===== src/rtl/hic_pkg.sv =====
// Shared definitions for the HIC serial chain.
//  - Mode encoding carried on min/mout between HIC stages.
//  - Receive-side control state encoding. The encoding is {pvalid, busy},
//    so both flags can be read straight off the state register.
package hic_pkg;

    localparam logic [1:0] MODE_HOLD   = 2'b00;
    localparam logic [1:0] MODE_SHIFT  = 2'b01;
    localparam logic [1:0] MODE_ABORT  = 2'b10;
    localparam logic [1:0] MODE_RESYNC = 2'b11;

    typedef enum logic [1:0] {
        ST_IDLE         = 2'b00,  // no word held, no partial word
        ST_COLLECT      = 2'b01,  // partial word, nothing held
        ST_FULL         = 2'b10,  // word held, no partial word
        ST_COLLECT_FULL = 2'b11   // word held and partial word in progress
    } rx_state_t;

endpackage


===== src/rtl/hic_rx_shreg.sv =====
// WIDTH-bit shift-in register for the HIC receive end.
//  clk        rising-edge clock
//  clr        synchronous clear (wins over en)
//  en         shift sin in this edge
//  sin        serial data bit
//  q          current register contents
//  nxt        value the register takes if en=1 this edge; lets the parent
//             capture a completed word including the bit being sampled now
// MSB_FIRST=0: bits enter at the top and move down, so the first bit ends in
// q[0] after WIDTH shifts. MSB_FIRST=1: bits enter at the bottom and move up.
module hic_rx_shreg #(
    parameter int WIDTH     = 8,
    parameter bit MSB_FIRST = 1'b0
) (
    input  logic             clk,
    input  logic             clr,
    input  logic             en,
    input  logic             sin,
    output logic [WIDTH-1:0] q,
    output logic [WIDTH-1:0] nxt
);

    generate
        if (WIDTH == 1) begin : g_w1
            assign nxt = sin;
        end else if (MSB_FIRST) begin : g_msb
            assign nxt = {q[WIDTH-2:0], sin};
        end else begin : g_lsb
            assign nxt = {sin, q[WIDTH-1:1]};
        end
    endgenerate

    always_ff @(posedge clk) begin
        if (clr)
            q <= '0;
        else if (en)
            q <= nxt;
    end

endmodule


===== src/rtl/hic_serial_rx.sv =====
// Receive end of the HIC serial chain: reassembles WIDTH-bit words from the
// upstream serial bit and mode pair and offers them on a valid/ack handshake.
//  clk     rising-edge clock
//  rst     synchronous active-high reset
//  sin     serial data bit (upstream cout)
//  min     upstream mode: 00 hold, 01 shift, 10 abort, 11 resync
//  pack    consumer takes pout this cycle
//  pout    last completed word
//  pvalid  pout holds an unconsumed word
//  ovf     sticky: a word completed over an unconsumed one
//  busy    partial word in progress
//  bcnt    bits collected in the current word
module hic_serial_rx
    import hic_pkg::*;
#(
    parameter int WIDTH     = 8,
    parameter bit MSB_FIRST = 1'b0,
    localparam int CW       = $clog2(WIDTH) + 1
) (
    input  logic             clk,
    input  logic             rst,
    input  logic             sin,
    input  logic [1:0]       min,
    input  logic             pack,
    output logic [WIDTH-1:0] pout,
    output logic             pvalid,
    output logic             ovf,
    output logic             busy,
    output logic [CW-1:0]    bcnt
);

    localparam logic [CW-1:0] LAST = CW'(WIDTH - 1);
    localparam logic [CW-1:0] ONE  = CW'(1);

    rx_state_t        state, state_next;
    logic             shift, flush, complete, full_next, part_next;
    logic [WIDTH-1:0] sr_q, sr_nxt;

    // Cleared on completion too, so the next word always starts from zero.
    hic_rx_shreg #(.WIDTH(WIDTH), .MSB_FIRST(MSB_FIRST)) u_shreg (
        .clk (clk),
        .clr (rst | flush | complete),
        .en  (shift),
        .sin (sin),
        .q   (sr_q),
        .nxt (sr_nxt)
    );

    assign pvalid = state[1];
    assign busy   = state[0];

    always_comb begin
        shift      = (min == MODE_SHIFT);
        flush      = (min == MODE_ABORT) || (min == MODE_RESYNC);
        complete   = shift && (bcnt == LAST);
        // A completion always leaves a word held; otherwise pack consumes it.
        full_next  = complete || (pvalid && !pack);
        part_next  = busy;
        if (flush)
            part_next = 1'b0;
        else if (shift)
            part_next = !complete;
        state_next = state;
        case ({full_next, part_next})
            2'b00:   state_next = ST_IDLE;
            2'b01:   state_next = ST_COLLECT;
            2'b10:   state_next = ST_FULL;
            default: state_next = ST_COLLECT_FULL;
        endcase
    end

    always_ff @(posedge clk) begin
        if (rst)
            state <= ST_IDLE;
        else
            state <= state_next;
    end

    always_ff @(posedge clk) begin
        if (rst) begin
            bcnt <= '0;
            pout <= '0;
            ovf  <= 1'b0;
        end else begin
            if (flush || complete)
                bcnt <= '0;
            else if (shift)
                bcnt <= bcnt + ONE;

            if (complete)
                pout <= sr_nxt;

            // Overflow only when the held word is still unconsumed.
            if (min == MODE_RESYNC)
                ovf <= 1'b0;
            else if (complete && pvalid && !pack)
                ovf <= 1'b1;
        end
    end

    // Keep the register contents observable for lint; the word is taken via nxt.
    logic unused_sr;
    assign unused_sr = ^sr_q;

endmodule


===== config.mk =====
export PLATFORM = sky130hd
export DESIGN_NAME = hic_serial_rx
export DESIGN_NICKNAME = d
export VERILOG_FILES = /design/src/rtl/hic_pkg.sv /design/src/rtl/hic_rx_shreg.sv /design/src/rtl/hic_serial_rx.sv
export SDC_FILE = /design/constraint.sdc
export NUM_CORES = 1
export LEC_CHECK = 0
export CAP_MARGIN = 30
export CORE_UTILIZATION = 54
export CTS_BUF_LIST = sky130_fd_sc_hd__clkbuf_8
export CTS_CLUSTER_SIZE = 25
export DETAILED_ROUTE_END_ITERATION = 8
export MAX_ROUTING_LAYER = met4
export PLACE_DENSITY = 0.85
export SLEW_MARGIN = 20
export SYNTH_ARGS = -nofsm -noshare
export SYNTH_HDL_FRONTEND = slang
export SYNTH_SLANG_ARGS = --single-unit
export TNS_END_PERCENT = 30

===== constraint.sdc =====
create_clock -name clk -period 3.52 [get_ports clk]
set_input_delay 0.528 -clock clk [delete_from_list [all_inputs] [get_ports clk]]
set_output_delay 0.528 -clock clk [all_outputs]
set_load 0.05 [all_outputs]

# == Word level (Yosys, flattened, before mapping) ==
# Cells that the tools add are included.
# classes
addsub,1
multipliers,0
div,0
n_lt_le_gt_ge,0
n_eq_ne,6
shifts,0
n_mux,3
bitwise_logic,2
n_reduce_logical,12
# op_table
operator,count
$eq A2 B2 Y1 const B,3
$pmux W2 S3,1
$add A4 B1 Y4 const B,1
$eq A2 B1 Y1 const B,2
$eq A4 B3 Y1 const B,1
$logic_and A1 B1 Y1,4
$reduce_or A2 Y1,2
$logic_or A1 B1 Y1,3
$logic_not A1 Y1,2
$logic_not A2 Y1,1
$mux W1,2
$or A1 B1 Y1,2
# totals
register_bits,23
latchBits,0
mem_bits_rw,0
mem_bits_ro,0
in_bits,6
output_inout_bits,15
word_cells,29
memories,0

# == Depth between registers and ports, before layout ==
# Gate-level depths: netlist of run 1.
# logic_depth
word_depth,7
ltp_mapped,6
depth_no_buf,4

# == Hierarchy ==
# A second synthesis of run 1 with hierarchy kept.
# unflattened
hier_cells,101
hier_area_um2,1042.2
# modules_own_cells
mod,instances,cells_per_inst,area_each_um2,seq_area_each_um2
hic_serial_rx,1,67,696.9,300.3
hic_rx_shreg,1,34,345.3,160.2

# == Worst setup path after synthesis of run 1 ==
# Ideal clock, no wire load.
# synth_path
path_kind,reg2reg
from,reg bcnt[0]
to,reg bcnt[0]
setup_time_ps,118
arrival_time_ps,1498
t_required_ps,3402
path_slack_ps,1904
stages_incl_launch_ff,7
path_buffers,2
period_less_slack_ps,1616
path_cell_list,dfxtp_1 > ha_1 > nand4b_1 > buf_2 > nand2_1 > buf_2 > nor2_1
# synth_between
elab_chain_cells,4
word_cells_on_any_way,5
cone_classes,add/sub (1); eq/ne (1); reduce/logical (3)
# synth_rtl
item,line_no,text
from (decl),hic_serial_rx.sv:29,output logic [CW-1:0] bcnt
from (signal assigned),hic_serial_rx.sv:88,bcnt <= bcnt + ONE;
$eq A4 B3 Y1,hic_serial_rx.sv:55,complete = shift && (bcnt == LAST);
$logic_and A1 B1 Y1,hic_serial_rx.sv:55,
$logic_or A1 B1 Y1,hic_serial_rx.sv:85,if (flush || complete)
$reduce_or A2 Y1 (no source line),n/a,
# Several ways; a longest one is shown, not always the timed one.
# A chain may end at the register's enable or synchronous reset.

# == Worst setup path in the final report of run 1 ==
# layout_path
from,reg bcnt[0]
to,out bcnt[0]
# No word-level cell between the ends.

==> results.toml, run 1 <==
[status]
status = "finished, final reports clean"

[die]
die_w_um = 42.9
rows = 14
core_area_mm2 = 0.00154
die-area_mm2 = 0.00184
io-pin-count = 21
initial_utilization = 0.586
die_h_um = 42.9

[worst_setup_path]
timing.setup.critical_path_class = "register to output pin"
crit_path_capture_type = "output pin"
critical_path.cell_chain = "clkdlybuf4s50_1"
cp_data_arrival_time_ns = 1.48
path_depth = 1
critPathBufInv = 1
worst_reg_to_reg_cells = 4
cp-start-kind = "register"
cpPeakStageDelay_ns = 0.83
timing.critical_path.required_ns = 2.99
critical_path_peak_fanout = 4
worst_path_dominant_cell_family = "buffers and inverters"
cp_slowest_cell = "clkdlybuf4s50_1"

[synthesis]
synth-async-reset-ratio = 0
per_instance_average_area_after_synthesis_um2 = 8.29
synth-seq-cells = 22
syn_area_um2 = 903
netlist-cell-type-count = 21
primary_ff_master_synth = "dfxtp_1"
synth_top_area_frac = 0.488
syn_nets = 116
synth_enable_flop_cells = 0
synth_cells = 109
synth_warnings = 0
netlist_top_cells_count = "22 x dfxtp_1, 18 x nand2_1, 17 x o21ai_0, 10 x a21oi_1, 10 x nand2b_1"
synth_top_cell_by_area = "dfxtp_1"
synth_top_cells_by_area = "dfxtp_1 49%, o21ai_0 9.4%, nand2_1 7.5%"
seq_area_frac_synth = 0.488
synth_most_common_cell = "dfxtp_1"

[clock_tree]
clock_tree.htree_level_count = 1
cts_tree = "done"
postCtsHoldBufs = 0
tritoncts_num_sinks = 22
number_of_setup_buffers_added_after_cts = 0
clkLatencyLatePin_ns = 0.26
numCtsBuffers = 3
clk_pin_slew_worst_paths_ns = 0.08
root_buffer = "clkbuf_8"
max-clock-path-buffers = 2
cts_repair_resize_count = 0

[pwr]
power.density_mw_per_mm2 = 399
cellLeakagePower_nw = 0.373
design_power_total_mw = 0.454
vdd_ir_drop_max_uv = 295

[placement]
routabilityCongestion = 0.782
hpwlAfterDp_mm = 1.07
place.port_buffers = 20
placement.setup.worst_slack_ns = 1.39

[route]
route.detailed.drc = 0
detailedRoute.firstPassIterationCount = 4
total_detailed_routing_wirelength_mm = 1.57
detail-route-antenna-nets = 0
avgViaCountPerCell = 5.25
drtIter0Drc = 14
routed_wire_length_per_instance_um = 11.1
vias = 740

[sta]
setup_viol = 0
final_hold_viol_count = 0
fin_ws_ns = 1.51
totalNegativeSetupSlack_ns = 0
worst_slew_pin_tran_ns = 0.559
layout_worst_path_cycle_share = 0.571
fin_skew_ns = 0.00250
timing.fmax_mhz = 497
timing.max_slew.rel_slack = 0.626
grt_setup_unrepaired = "false"
maxSlewViolCount = 0
final_critical_path_time_including_i_o_delays_and_setup_ns = 2.01

[job]
drv.max_cap_violation_count = 0

[final_layout]
nFillCells = 118
antenna_cells = 0
design.final.nets = 133
drive_gt1_frac = 0.0400
area_growth_syn_to_layout_pct = 25.8

[hold_path]
worstHoldPathType = "register to register"
hold-path-cell-count = 1

[global_routing]
track_usage = 0.191
grt_antenna_before_repair = 0
grt_max_degree = 21
grt_pass1_vias = 583
globalRouteOverflowTotal = 0
grt_pass1_wl_mm = 2.59
power by group:
part / leakage (nW) / total [mW] / internal (mW) / switching (mW)
sequential: 0.177 / 0.251 / 0.250 / 0.000981
combinational: 0.167 / 0.0263 / 0.0105 / 0.0158
clock: 0.0288 / 0.177 / 0.0995 / 0.0772
layout by cell type (no fill, tap or decap), types with 2 or more instances in the layout:
cell type and count:
clkbuf_8 4, a21oi_1 10, o21ai_0 17, nand2b_1 10, nor2_1 4, nor3_1 2
nor2b_1 8, nand2_1 18, clkdlybuf4s50_1 20, dfxtp_1 22
logic make-up (layout without fill, tap and decap cells):
| kind of cell | count (synthesis) | after routing | share of synthesized area |
|---|---|---|---|
| simple gates | 47 | 47 | 0.265 |
| compound gates | 29 | 29 | 0.168 |
| flops | 22 | 22 | 0.488 |
| buf+inv | 8 | 24 | 0.0471 |
| xor+xnor | 2 | 2 | 0.0194 |
| fa+ha+maj | 1 | 1 | 0.0138 |
metal layers:
layer	vias to the layer above	track usage	wire (µm)
met5	-	-	0
met4	0	0.0750	21
met3	4	0.0383	69
met2	18	0.282	721
met1	328	0.257	757
li1	390	-	-
through the flow:
stage               instances  area (µm²)  hold slack, ns   util
floorplan                 109         903           0.437      -
global placement          137        1080           0.446  0.701
detailed placement        137        1080           0.450  0.701
CTS                       141        1140           0.477  0.737
global route              141        1140           0.496  0.737
finish                    141        1140           0.472  0.737
sequential cells by signal (all words and copies together) (netlist names):
signal and cells:
bcnt 4, ovf 1, pout 8, state 2, u_shreg.q 7
area by class of cell:
class	instances	area, µm²	share of cell area
Clock buffer	4	55.1	0.0485
Multi-Input combinational cell	79	420	0.370
Sequential cell	22	440	0.388
Timing Repair Buffer	20	200	0.176
Tap cell	16	20.0	0.0176
worst paths after layout:
path,end,slack [ns],startpoint
worst max-delay path,bcnt[0],1.51,bcnt[0]$_SDFFE_PP0N_
worst min-delay path,ovf$_SDFFE_PP0P_,0.47,ovf$_SDFFE_PP0P_
worst max register to register,pout[0]$_SDFFE_PP0P_,1.90,bcnt[0]$_SDFFE_PP0N_
worst min register to register,ovf$_SDFFE_PP0P_,0.47,ovf$_SDFFE_PP0P_
Power figures use the tool's default switching activity.
==> run 2, diff against run 1 <==
- CORE_UTILIZATION: 54 -> 50
- PLACE_DENSITY: 0.85 -> 0.8
- clock period: 3.52 -> 1.9 ns (I/O delays scaled with it)
==> run 2 against run 1 <==
Combinational power rose by 110%. First-iteration DRC count fell by 14%. Utilization rose by 1.6 points. Sequential share of layout area fell by 2.1 points. Sequential cell count did not move. Largest power group unchanged. Critical path type unchanged. Sequential power rose by 85%. Critical endpoint unchanged. Global-route usage rose by 1.4 points.
==> results.toml, run 2 (synthesized netlist as in run 1, its figures left out) <==
[status]
status = "finished, final reports clean"

[sta]
fin_ws_ns = 0.132
timing.max_slew.rel_slack = 0.662
timing.fmax_mhz = 565
totalNegativeSetupSlack_ns = 0
setup_viol = 0
worst_slew_pin_tran_ns = 0.506
maxSlewViolCount = 0
layout_worst_path_cycle_share = 0.931
final_critical_path_time_including_i_o_delays_and_setup_ns = 1.77
grt_setup_unrepaired = "false"
fin_skew_ns = 0.00691
final_hold_viol_count = 0
final.hold.worst_slack_ns = 0.474

[final_layout]
layout_commonest_cell = "dfxtp_1"
biggestRegsByFlops = "pout: 8 flops, u_shreg.q: 7 flops, bcnt: 4 flops"
design.final.nets = 138
footprint_of_the_multi_input_gates_um2 = 420
layout.cell_area.non_filler_mm2 = 0.00120
drive_gt1_frac = 0.0769
area_growth_syn_to_layout_pct = 32.8
most-common-layout-cells = "22 x dfxtp_1, 20 x clkdlybuf4s50_1, 18 x nand2_1"
nFillCells = 127
most_flop_heavy_register = "pout"
antenna_cells = 0
flip_flop_count_of_the_largest_register_all_copies_and_words_added = 8
seq_area_um2 = 440

[worst_setup_path]
cp_slowest_cell = "clkdlybuf4s50_1"
cpPeakStageDelay_ns = 0.83
timing.critical_path.required_ns = 1.62
cp-start-kind = "register"
cp_data_arrival_time_ns = 1.48
critPathBufInv = 1
critical_path_peak_fanout = 4
timing.setup.critical_path_class = "register to output pin"
critical_path.cell_chain = "clkdlybuf4s50_1"
worst_path_dominant_cell_family = "buffers and inverters"
crit_path_capture_type = "output pin"

[pwr]
share_clk_of_total_power = 0.452
vdd_ir_drop_max_uv = 850
power_report.internal_total_mw = 0.769
netSwitchingFraction = 0.192
design_power_total_mw = 0.951
power.density_mw_per_mm2 = 793
power.sequential.fraction = 0.489
cellLeakagePower_nw = 0.403
comb_power_share = 0.059
switching_power_mw = 0.182

[clock_tree]
cts_tree = "done"
root_buffer = "clkbuf_8"
numCtsBuffers = 3
clock_tree.htree_level_count = 1
postCtsHoldBufs = 0
clkLatencyLatePin_ns = 0.26
clk_pin_slew_worst_paths_ns = 0.08
max-clock-path-buffers = 2
tritoncts_num_sinks = 22
cts_repair_resize_count = 0
number_of_setup_buffers_added_after_cts = 0

[die]
core_area_mm2 = 0.00159
rows = 14
die_w_um = 44.5
initial_utilization = 0.567
io-pin-count = 21
die_h_um = 44.5
die-area_mm2 = 0.00198

[global_routing]
track_usage = 0.205
grt_pass1_wl_mm = 2.92
globalRouteOverflowTotal = 0
grt_max_degree = 14
grt_pass1_vias = 698
grt_antenna_before_repair = 0

[route]
vias = 765
drtIter0Drc = 12
detail-route-antenna-nets = 0
total_detailed_routing_wirelength_mm = 1.70
routed_wire_length_per_instance_um = 11.0
detailedRoute.firstPassIterationCount = 5
route.detailed.drc = 0
avgViaCountPerCell = 4.97

[placement]
cell_area_after_placement_mm2 = 0.00113
placement.setup.worst_slack_ns = 0.216
routabilityCongestion = 0.768
hpwlAfterDp_mm = 1.21
place.port_buffers = 20

[job]
drv.max_cap_violation_count = 0

[hold_path]
worstHoldPathType = "register to register"
-- run 2: changes by cell type in the layout (fill, tap and decap cells not counted) --
cell	before	now
buf_4	0	5
clkbuf_8	4	3
bufinv_16	0	1
-- run 2: power groups by stage --
stage               Clock [mW]  Combinational, mW  Sequential, mW
floorplan                    0             0.0277           0.481
global placement             0             0.0552           0.476
detailed placement           0             0.0554           0.476
CTS                      0.434             0.0563           0.465
global route             0.452             0.0613           0.465
finish                   0.430             0.0562           0.465
-- run 2: area by class of cell --
class	count	area share
flip-flops and latches	22	0.367
multi-input cells	79	0.350
repair buffers	25	0.198
clock buffers	3	0.0344
clock inverters	1	0.0250
well taps	24	0.0250
-- run 2: layer usage --
layer | global-route usage | vias up | wire (µm)
met4 | 0.115 | 0 | 32
li1 | - | 398 | -
met5 | - | - | 0
met3 | 0.0122 | 4 | 75
met1 | 0.269 | 344 | 827
met2 | 0.315 | 19 | 763
-- run 2: metrics by stage --
step / util / std cells
2_1_floorplan: - / 109
3_3_place_gp: 0.708 / 150
3_5_place_dp: 0.708 / 150
4_1_cts: 0.753 / 154
5_1_grt: 0.753 / 154
6_report: 0.753 / 154
-- run 2: final timing paths --
check | startpoint | to | slack [ns] | cells after the start
hold reg to reg | u_shreg.q[1]$_SDFFE_PP0N_ | u_shreg.q[1]$_SDFFE_PP0N_ | 0.47 | 2
hold / removal | u_shreg.q[1]$_SDFFE_PP0N_ | u_shreg.q[1]$_SDFFE_PP0N_ | 0.47 | 2
setup reg to reg | bcnt[0]$_SDFFE_PP0N_ | pout[3]$_SDFFE_PP0P_ | 0.50 | 4
setup / recovery | bcnt[0]$_SDFFE_PP0N_ | bcnt[0] | 0.13 | 1
